[src/rtl/mem_port_arbiter.sv]
// Round-robin arbiter that shares one memory port between instruction fetch (F) and load/store (D).
// Each grant holds the memory strobes for MEM_LATENCY cycles, then pulses the owner's done for one cycle.
module mem_port_arbiter #(
    parameter int ADDR_WIDTH  = 32,
    parameter int DATA_WIDTH  = 32,
    parameter int MEM_LATENCY = 2
) (
    input  logic                  clk,
    input  logic                  reset_n,
    input  logic                  f_req,
    input  logic [ADDR_WIDTH-1:0] f_addr,
    output logic                  f_done,
    input  logic                  d_req,
    input  logic                  d_we,
    input  logic [ADDR_WIDTH-1:0] d_addr,
    input  logic [DATA_WIDTH-1:0] d_wdata,
    output logic                  d_done,
    output logic [DATA_WIDTH-1:0] rdata,
    output logic                  busy,
    output logic [ADDR_WIDTH-1:0] mem_addr,
    output logic [DATA_WIDTH-1:0] mem_wdata,
    output logic                  mem_read,
    output logic                  mem_write,
    input  logic [DATA_WIDTH-1:0] mem_rdata
);

    localparam int CNT_W = (MEM_LATENCY > 1) ? $clog2(MEM_LATENCY) : 1;
    localparam logic [CNT_W-1:0] CNT_LOAD = CNT_W'(MEM_LATENCY - 1);
    localparam logic OWN_F = 1'b0;
    localparam logic OWN_D = 1'b1;

    typedef enum logic [1:0] {
        IDLE = 2'd0,
        BUSY = 2'd1,
        DONE = 2'd2
    } state_t;

    state_t                  state_q, state_d;
    logic [CNT_W-1:0]        cnt_q, cnt_d;
    logic                    owner_q, owner_d;
    logic                    last_q, last_d;
    logic [ADDR_WIDTH-1:0]   addr_q, addr_d;
    logic [DATA_WIDTH-1:0]   wdata_q, wdata_d;
    logic [DATA_WIDTH-1:0]   rdata_q, rdata_d;
    logic                    rd_q, rd_d;
    logic                    wr_q, wr_d;
    logic                    fdone_q, fdone_d;
    logic                    ddone_q, ddone_d;

    logic req_any;
    logic pick_d;

    // On contention the requester that did not win last time gets the port.
    assign req_any = f_req | d_req;
    assign pick_d  = d_req & (~f_req | (last_q == OWN_F));

    always_ff @(posedge clk or negedge reset_n) begin
        if (!reset_n) begin
            state_q <= IDLE;
            cnt_q   <= '0;
            owner_q <= OWN_F;
            last_q  <= OWN_D;
            addr_q  <= '0;
            wdata_q <= '0;
            rdata_q <= '0;
            rd_q    <= 1'b0;
            wr_q    <= 1'b0;
            fdone_q <= 1'b0;
            ddone_q <= 1'b0;
        end else begin
            state_q <= state_d;
            cnt_q   <= cnt_d;
            owner_q <= owner_d;
            last_q  <= last_d;
            addr_q  <= addr_d;
            wdata_q <= wdata_d;
            rdata_q <= rdata_d;
            rd_q    <= rd_d;
            wr_q    <= wr_d;
            fdone_q <= fdone_d;
            ddone_q <= ddone_d;
        end
    end

    always_comb begin
        state_d = state_q;
        case (state_q)
            IDLE:    if (req_any) state_d = BUSY;
            BUSY:    if (cnt_q == '0) state_d = DONE;
            DONE:    state_d = IDLE;
            default: state_d = IDLE;
        endcase
    end

    always_comb begin
        cnt_d   = cnt_q;
        owner_d = owner_q;
        last_d  = last_q;
        addr_d  = addr_q;
        wdata_d = wdata_q;
        rdata_d = rdata_q;
        rd_d    = rd_q;
        wr_d    = wr_q;
        fdone_d = fdone_q;
        ddone_d = ddone_q;
        case (state_q)
            IDLE: begin
                if (req_any) begin
                    owner_d = pick_d;
                    cnt_d   = CNT_LOAD;
                    if (pick_d) begin
                        addr_d  = d_addr;
                        wdata_d = d_wdata;
                        rd_d    = ~d_we;
                        wr_d    = d_we;
                    end else begin
                        addr_d = f_addr;
                        rd_d   = 1'b1;
                        wr_d   = 1'b0;
                    end
                end
            end
            BUSY: begin
                if (cnt_q != '0) begin
                    cnt_d = cnt_q - CNT_W'(1);
                end else begin
                    // mem_rdata is valid in the last strobe cycle; writes keep the old rdata.
                    if (rd_q) rdata_d = mem_rdata;
                    rd_d    = 1'b0;
                    wr_d    = 1'b0;
                    fdone_d = (owner_q == OWN_F);
                    ddone_d = (owner_q == OWN_D);
                    last_d  = owner_q;
                end
            end
            DONE: begin
                fdone_d = 1'b0;
                ddone_d = 1'b0;
            end
            default: ;
        endcase
    end

    assign busy      = (state_q != IDLE);
    assign f_done    = fdone_q;
    assign d_done    = ddone_q;
    assign rdata     = rdata_q;
    assign mem_addr  = addr_q;
    assign mem_wdata = wdata_q;
    assign mem_read  = rd_q;
    assign mem_write = wr_q;

endmodule

[config.mk]
export PLATFORM = sky130hd
export DESIGN_NAME = mem_port_arbiter
export DESIGN_NICKNAME = d
export VERILOG_FILES = /design/src/rtl/mem_port_arbiter.sv
export SDC_FILE = /design/constraint.sdc
export NUM_CORES = 1
export LEC_CHECK = 0
export CELL_PAD_IN_SITES_DETAIL_PLACEMENT = 1
export CELL_PAD_IN_SITES_GLOBAL_PLACEMENT = 2
export CORE_UTILIZATION = 24
export DETAILED_ROUTE_END_ITERATION = 8
export PLACE_DENSITY_LB_ADDON = 0.1
export SYNTH_ARGS = -nofsm -noshare
export SYNTH_HDL_FRONTEND = slang
export SYNTH_SLANG_ARGS = --single-unit
[constraint.sdc]
create_clock -name clk -period 1.6 [get_ports clk]
set_input_delay 0.48 -clock clk [delete_from_list [all_inputs] [get_ports clk]]
set_output_delay 0.48 -clock clk [all_outputs]
set_load 0.05 [all_outputs]
==> out/metrics.sh, run 1 <==
DRV_SLEW=0
POWER.DENSITY_nW_PER_UM2=2580
CTS.HOLD.BUFFERS_ADDED=0
NUM_CTS_BUFFERS=9
GRT_USAGE_PCT=16.8
FIRST_GLOBAL_VIAS=4137
CRITICAL_PATH.SLOWEST_CELL='dfrtp_1'
SYNTH_TOP_FAMILY_BY_AREA='multiplexers'
STDCELL_AREA_UM2=8730
REGTOREGSTARTPOINT='state_q[1]$_DFFE_PN0P_'
MAX-CLOCK-PATH-BUFFERS=2
DIE-WIDTH_UM=139
MAPPEDNETLISTAREA_UM2=4520
MAPPEDNETLISTNETS=485
ROUTED-VIA-COUNT=3738
INITIALDRTVIOLATIONCOUNT=94
AREAGROWTHSYNTHTOFINISH_PCT=93.3
MAXSLEWHEADROOM_PCT=75.1
CPLARGESTDELAYFAMILY='flip-flops'
CRIT_CHAIN='nor2_4 > buf_12 > inv_4 > buf_8'
HOLD_PATH.CLASS='input pin to asynchronous set/reset pin'
WORSTSETUPENDPOINTTYPE='output port'
YOSYS.CELL_TYPES.COUNT=27
DIE-AREA_UM2=19400
SYNTHFLOPTYPE='dfrtp_1'
HTREE_NUM_LEVELS=3
TOTAL_DRC_ERRORS_IN_THE_ROUTED_LAYOUT=19
FINAL.MIN_CLOCK_PERIOD_NS=1.66
SUM_OF_INTERNAL_SWITCHING_AND_LEAKAGE_POWER_mW=22.5
REPORT.FINAL.HOLD_VIOL_COUNT=0
DIE_HEIGHT_UM=139
DETAILED_PLACE_HPWL_MM=11.5
START_UTIL_PCT=24.8
RSZ0062_AT_GRT='yes'
AREA_OF_PLACED_INSTANCES_UM2=8250
NUM_IO_PINS=234
WORST_SETUP_PATH_STARTPOINT='state_q[0]$_DFFE_PN0P_'
TIMING.CRITICAL_PATH.REQUIRED_NS=1.12
YOSYS.AREA_SHARE.XOR_XNOR_PCT=0
FAILED_CHECKS='DRC, setup timing'
POST_DRT_WL_PER_CELL_UM=18.7
SYNTHESIS.AREA_PER_INSTANCE_UM2=12.8
FIN_NETS=738
CTS.CLK_SLEW.WORST_PATHS_NS=0.07
YOSYS.AREA_SHARE.SIMPLE_PCT=7.53
CRITICAL_PATH.MAX_FANOUT=2
GRT_ANTENNA_BEFORE_REPAIR=0
STATUS='finished, violations left'
CRITPATHARRIVALTIME_NS=1.18
CORE.ROWCOUNT=49
CRIT_BUF_INV=3
SYNTH_ENABLE_FLOP_CELLS=0
SYNTHADDERAREAFRAC_PCT=0
MAXCAP_VIOL_COUNT=0
GP_CONGESTION=0.714
GRT_FIRST_PASS_WIRELENGTH_MM=24.7
SYNTH_LARGEST_AREA_CELL='dfrtp_1'
CTS_TREE='built'
DRT.ANTENNA.VIOLATING_NETS=0
FIN_CRIT_SH_PCT=104
MAX_SLEW.WORST_PIN.SLEW_NS=0.373
P_LEAK_nW=3.86
CLOCK_SINKS=105
GRT.MET2_USAGE_PCT=27.3
SYNTHDOMINANTCELLAREASHARE_PCT=57.6
CLOCK_LATENCY_NS=0.35
GLOBALROUTE.TOTALOVERFLOW=0
GRT_START_MAX_NET_PINS=33
POST_ROUTE_CLOCK_SKEW_NS=0.00559
NATURE_OF_THE_CRITICAL_PATH_STARTPOINT='register'
SYNTHTOPCELLSBYAREA='dfrtp_1, mux2_4, nand2_1, a31oi_1, a21oi_1'
POST_DRT_VIA_CELL_RATIO=4.46
SYNTH_COMPOUND_AREA_SHARE_PCT=9.78
MOST_CROWDED_LAYER_GR='met2'
USE_MET1_PCT=21.5
POST-ROUTE-UTIL_PCT=47.9
FRACTION_OF_LAYOUT_CELLS_WITH_A_SIZE_SUFFIX_ABOVE_1_PCT=35.7
SYNTH.MOST_COMMON_CELL='dfrtp_1'
DETAIL_ROUTE.WIRELENGTH_MM=15.7
USE_MET3_PCT=5.49
SETUP_VIOLATIONS=32
ANTENNADIODECOUNT=0
SYNTH_CELLS=352
POWER.IR.VDD_WORST_V=0.00148
POST_SYNTH_MUX_AREA_SHARE_PCT=20.4
PLACEABLECOREAREA_UM2=18200
SYNTH.YOSYS.WARNINGS=0
DRT_PASS1_ITERATIONS=6
FIN_WORST_HOLD_SLACK_NS=0.0354
PORT_BUFFERS=233
SYNTH_COMMON_CELLS='dfrtp_1, nand2_1, mux2_4, a21oi_1, a31oi_1'
SETUP.WORST_PATH.CLASS='register to output port'
YOSYS_REGISTER_BITS=105
ROOT_BUFFER='clkbuf_16'
TIMING.FINAL.WS_SETUP_NS=-0.0594
FMAX_MHz=603
WORST_PATH_LARGEST_CELL_DELAY_NS=0.41
SYNTH-ASYNC-RESET-RATIO_PCT=100
SYNTH_SEQUENTIAL_AREA_RATIO_PCT=58.2
kinds of logic (layout without fill, tap and decap cells):
family,Yosys count,count (layout)
flip-flops,105,105
AND/OR/NAND/NOR,79,79
AO/OA/AOI/OAI,76,76
multiplexers,65,65
buffers and inverters,27,285
stage by stage:
| step | TNS, ns | instances | worst slack, ns |
|---|---|---|---|
| global placement | -22.87 | 814 | -0.375 |
| global route | -2.48 | 839 | -0.123 |
| detailed placement | -23.80 | 814 | -0.391 |
| finish | -0.838 | 839 | -0.0594 |
| CTS | -1.05 | 835 | -0.103 |
| floorplan | 0 | 352 | 0.0419 |
worst reg2reg max path, cell delays in order (launching register included):
cell	delay, ns
dfrtp_2	0.43
buf_4	0.15
nor3b_4	0.18
and2_4	0.26
clkbuf_16	0.20
mux2_4	0.30
metal layers:
layer	share of wire, %	vias up	wire [um]
li1	-	1734	-
met1	43	1841	6690
met2	48	152	7500
met3	8.4	11	1320
met4	1.1	0	170
met5	0	-	0
flip-flops by register name (all words and copies together) (netlist names):
register	cells
last_q	1
rdata	32
cnt_q	1
owner_q	1
state_q	2
mem_addr	32
mem_read	1
d_done	1
f_done	1
mem_write	1
mem_wdata	32
worst paths after layout:
check | to | slack [ns] | cells after the start
max | busy | -0.06 | 4
min | rdata[5]$_DFFE_PN0P_ | 0.04 | 1
max reg2reg | rdata[25]$_DFFE_PN0P_ | -0.04 | 5
min reg2reg | mem_wdata[12]$_DFFE_PN0P_ | 0.56 | 1
max in group asynchronous | last_q$_DFFE_PN1P_ | 1.01 | 2
min in group clk | mem_wdata[12]$_DFFE_PN0P_ | 0.56 | 1
cell usage in the layout (no fill, tap or decap), drive strengths merged:
cell and instances:
and3b 1, dfrtp 104, nor2 1, o21a 1, a21bo 1, a22o 1
o21ai 4, dfstp 1, clkinv 3, nand3b 1, and2 3, bufinv 1
a21boi 1, clkinvlp 1, mux2 65, or2 1, clkdlybuf4s50 130, a31oi 32
buf 133, nand2 70, inv 5, dlymetal6s2s 1, clkbuf 11, nor3b 2
a21oi 35, o2bb2ai 1
power by group:
part / switching, mW / internal [mW]
registers: 1.53 / 4.04
clock network: 1.07 / 1.23
logic: 7.12 / 7.54
cell type report:
| cell class | count | area [um^2] |
|---|---|---|
| sequential | 105 | 2630 |
| clock inverter | 7 | 77.6 |
| inverter | 3 | 13.8 |
| fill | 1835 | 9480 |
| clock buffer | 9 | 225 |
| tap | 229 | 287 |
| timing repair buffer | 266 | 3760 |
| multi-input combinational | 220 | 1740 |
timing repair:
action | in CTS | in global routing
gates cloned | 1 | 2
resized for setup | 11 | 6
pin swaps | 1 | 3
buffers inserted | 4 | 2
endpoints found under the setup margin | 10 | 70
Power figures use the tool's default switching activity.
==> inputs of run 2 (changes only) <==
- CORE_UTILIZATION: 24 -> 26
- CTS_CLUSTER_DIAMETER: unset -> 100
- GPL_TIMING_DRIVEN: unset -> 0
- clock period: 1.6 -> 2 ns (I/O delays scaled with it)
==> out/metrics.sh, run 2 (synthesis results as in run 1) <==
TOTALNEGATIVESETUPSLACK_NS=0  # was -0.838 ns
CRIT_BUF_INV=3  # unchanged
REPORT.FINAL.HOLD_VIOL_COUNT=0  # unchanged
DIE_HEIGHT_UM=134  # was 139 um
NUM_CTS_BUFFERS=9  # unchanged
POWER.DENSITY_nW_PER_UM2=1910  # was 2580 nW/um^2
INITIALDRTVIOLATIONCOUNT=133  # was 94
ROOT_BUFFER='clkbuf_16'  # unchanged
SETUP.WORST_PATH.CLASS='register to output port'  # unchanged
LAYOUT_COMMON_CELLS='clkdlybuf4s50_1, dfrtp_1, dlygate4sd2_1'  # was clkdlybuf4s50_1, buf_12, dfrtp_1
PORT_BUFFERS=233  # unchanged
CRITPATHARRIVALTIME_NS=1.36  # was 1.18 ns
ROUTEDLENGTHMET1_MM=6.03  # was 6.69 mm
STDCELL_AREA_UM2=7400  # was 8730 um^2
PLACEABLECOREAREA_UM2=16800  # was 18200 um^2
CORE.ROWCOUNT=47  # was 49
MULTI_INPUT_AREA_UM2=1710  # was 1740 um^2
CTS_TREE='built'  # unchanged
NATURE_OF_THE_CRITICAL_PATH_STARTPOINT='register'  # unchanged
TIMING.RR.END='rdata[22]$_DFFE_PN0P_'  # was rdata[25]$_DFFE_PN0P_
WORSTSETUPENDPOINTTYPE='output port'  # unchanged
AREAGROWTHSYNTHTOFINISH_PCT=63.9  # was 93.3%
POST_DRT_VIA_CELL_RATIO=4.40  # was 4.46
ROUTED-VIA-COUNT=3625  # was 3738
REGTOREGSETUPSLACK_NS=0.26  # was -0.04 ns
FIN_CRIT_SH_PCT=97.9
FMAX_MHz=511
FIN_NETS=732  # was 738
TIMING.CRITICAL_PATH.REQUIRED_NS=1.40  # was 1.12 ns
TOP_SIGNAL_LAYER_USED='met4'  # unchanged
POWER.SWITCHING_FRACTION_PCT=49.2  # was 43.2%
FIRST_GLOBAL_VIAS=3930  # was 4137
DIE-WIDTH_UM=134  # was 139 um
CLOCK_SINKS=105  # unchanged
NETSW_mW=6.96  # was 9.73 mW
GRT_USAGE_PCT=15.7  # was 16.8%
START_UTIL_PCT=27.0  # was 24.8%
CRITICAL_PATH.MAX_FANOUT=10  # was 2
MAX-CLOCK-PATH-BUFFERS=2  # unchanged
DETAIL_ROUTE.WIRELENGTH_MM=13.6  # was 15.7 mm
NUM_IO_PINS=234  # unchanged
GLOBALROUTE.TOTALOVERFLOW=0  # unchanged
PRE_CTS_WS_NS=-0.721  # was -0.391 ns
TOTAL_DRC_ERRORS_IN_THE_ROUTED_LAYOUT=0  # was 19
WORST_PATH_LARGEST_CELL_DELAY_NS=0.47  # was 0.41 ns
REGAREA_UM2=2630  # unchanged
DR_WL_MET3_MM=1.12  # was 1.32 mm
FRACTION_OF_LAYOUT_CELLS_WITH_A_SIZE_SUFFIX_ABOVE_1_PCT=16.7  # was 35.7%
REGTOREGSTARTPOINT='state_q[1]$_DFFE_PN0P_'  # unchanged
AREA_OF_PLACED_INSTANCES_UM2=7150  # was 8250 um^2
TIMING.FINAL.WS_SETUP_NS=0.0421  # was -0.0594 ns
DRT.ANTENNA.VIOLATING_NETS=0  # unchanged
CRITICAL_PATH.SLOWEST_CELL='dfrtp_1'  # unchanged
DRT_PASS1_ITERATIONS=4  # was 6
MAXCAP_VIOL_COUNT=0  # unchanged
DETAILED_PLACE_HPWL_MM=9.91  # was 11.5 mm
CLKPWRFRAC_PCT=13.9  # was 10.2%
WL_MET2_MM=6.25  # was 7.50 mm
DIE-AREA_UM2=17900  # was 19400 um^2
COMBINATIONALPOWERSHARE_PCT=59.2  # was 65.1%
FINAL.MIN_CLOCK_PERIOD_NS=1.96
GRT_ANTENNA_BEFORE_REPAIR=0  # unchanged
RR_WORST_DEPTH=6  # was 5
P_SEQ_SHARE_PCT=26.9  # was 24.7%
WORST_SETUP_PATH_STARTPOINT='state_q[0]$_DFFE_PN0P_'  # unchanged
HTREE_NUM_LEVELS=3  # unchanged
CTS.CLK_SLEW.WORST_PATHS_NS=0.07  # about the same
GRT_START_MAX_NET_PINS=68  # was 33
GRT_FIRST_PASS_WIRELENGTH_MM=21.7  # was 24.7 mm
P_LEAK_nW=3.33  # was 3.86 nW
CPLARGESTDELAYFAMILY='flip-flops'  # unchanged
CTS.HOLD.BUFFERS_ADDED=0  # unchanged
SETUP_VIOLATIONS=0  # was 32
MAXSLEWHEADROOM_PCT=63.4  # was 75.1%
CRIT_CHAIN='nor2_4 > clkbuf_8 > inv_1 > buf_6'  # was nor2_4 > buf_12 > inv_4 > buf_8
RSZ0062_AT_GRT='yes'  # unchanged
POST_ROUTE_CLOCK_SKEW_NS=0.00677  # was 0.00559 ns
POST_DRT_WL_PER_CELL_UM=16.5  # was 18.7 um
HOLD_PATH.CLASS='input pin to asynchronous set/reset pin'  # unchanged
FILL_CELLS=1790  # was 1835
MOSTFREQUENTLAYOUTCELL='clkdlybuf4s50_1'  # unchanged
STATUS='finished, final reports clean'  # was finished, violations left
CLOCK_LATENCY_NS=0.35  # about the same
MAX_SLEW.WORST_PIN.SLEW_NS=0.549  # was 0.373 ns
P_INT_mW=7.19  # was 12.8 mW
GP_CONGESTION=0.748  # was 0.714
ANTENNADIODECOUNT=0  # unchanged
POWER.IR.VDD_WORST_V=0.000698  # was 0.00148 V
DRV_SLEW=0  # unchanged
[run 2: final cells by class]
cell class,instances,share of cell area [%]
tap,220,3.72
multi-input combinational,220,23.1
sequential,105,35.5
clock buffer,9,3.04
buffer,24,2.65
inverter,3,0.152
timing repair buffer,236,30.4
clock inverter,7,1.40
[run 2: metal layers]
metal / vias up / global-route usage [%]
met1: 1740 / 20.1
met4: 0 / 6.31
met2: 145 / 24.8
li1: 1726 / -
met3: 14 / 4.72
met5: - / 0
[run 2: timing repair]
action,CTS,global route
endpoints found under the setup margin,124,34
pin swaps,1,0
resized for setup,113,12
buffers inserted,1,1
[run 2: stage by stage]
stage,util [%],std cells,power [mW],hold slack [ns]
finish,44.2,824,14.2,0.228
global route,44.2,824,14.9,0.257
CTS,44.1,823,14.3,0.237
detailed placement,42.7,806,12.9,0.482
global placement,42.5,805,12.8,0.472
floorplan,-,352,9.85,0.304
[run 2: worst max-delay path by stage]
stage | end | cells after the start
floorplan | busy | 3
global placement | mem_addr[10]$_DFFE_PN0P_ | 1
detailed placement | busy | 4
CTS | busy | 4
global route | busy | 4
finish | busy | 4
[run 2: power groups by stage]
stage / Sequential (mW) / Clock [mW] / Combinational, mW
after CTS: 3.84 / 2.03 / 8.43
final: 3.80 / 1.97 / 8.37
after global routing: 3.95 / 2.12 / 8.85
after detailed placement: 3.89 / 0 / 9.04
after global placement: 3.84 / 0 / 8.98
after floorplan: 7.43 / 0 / 2.42
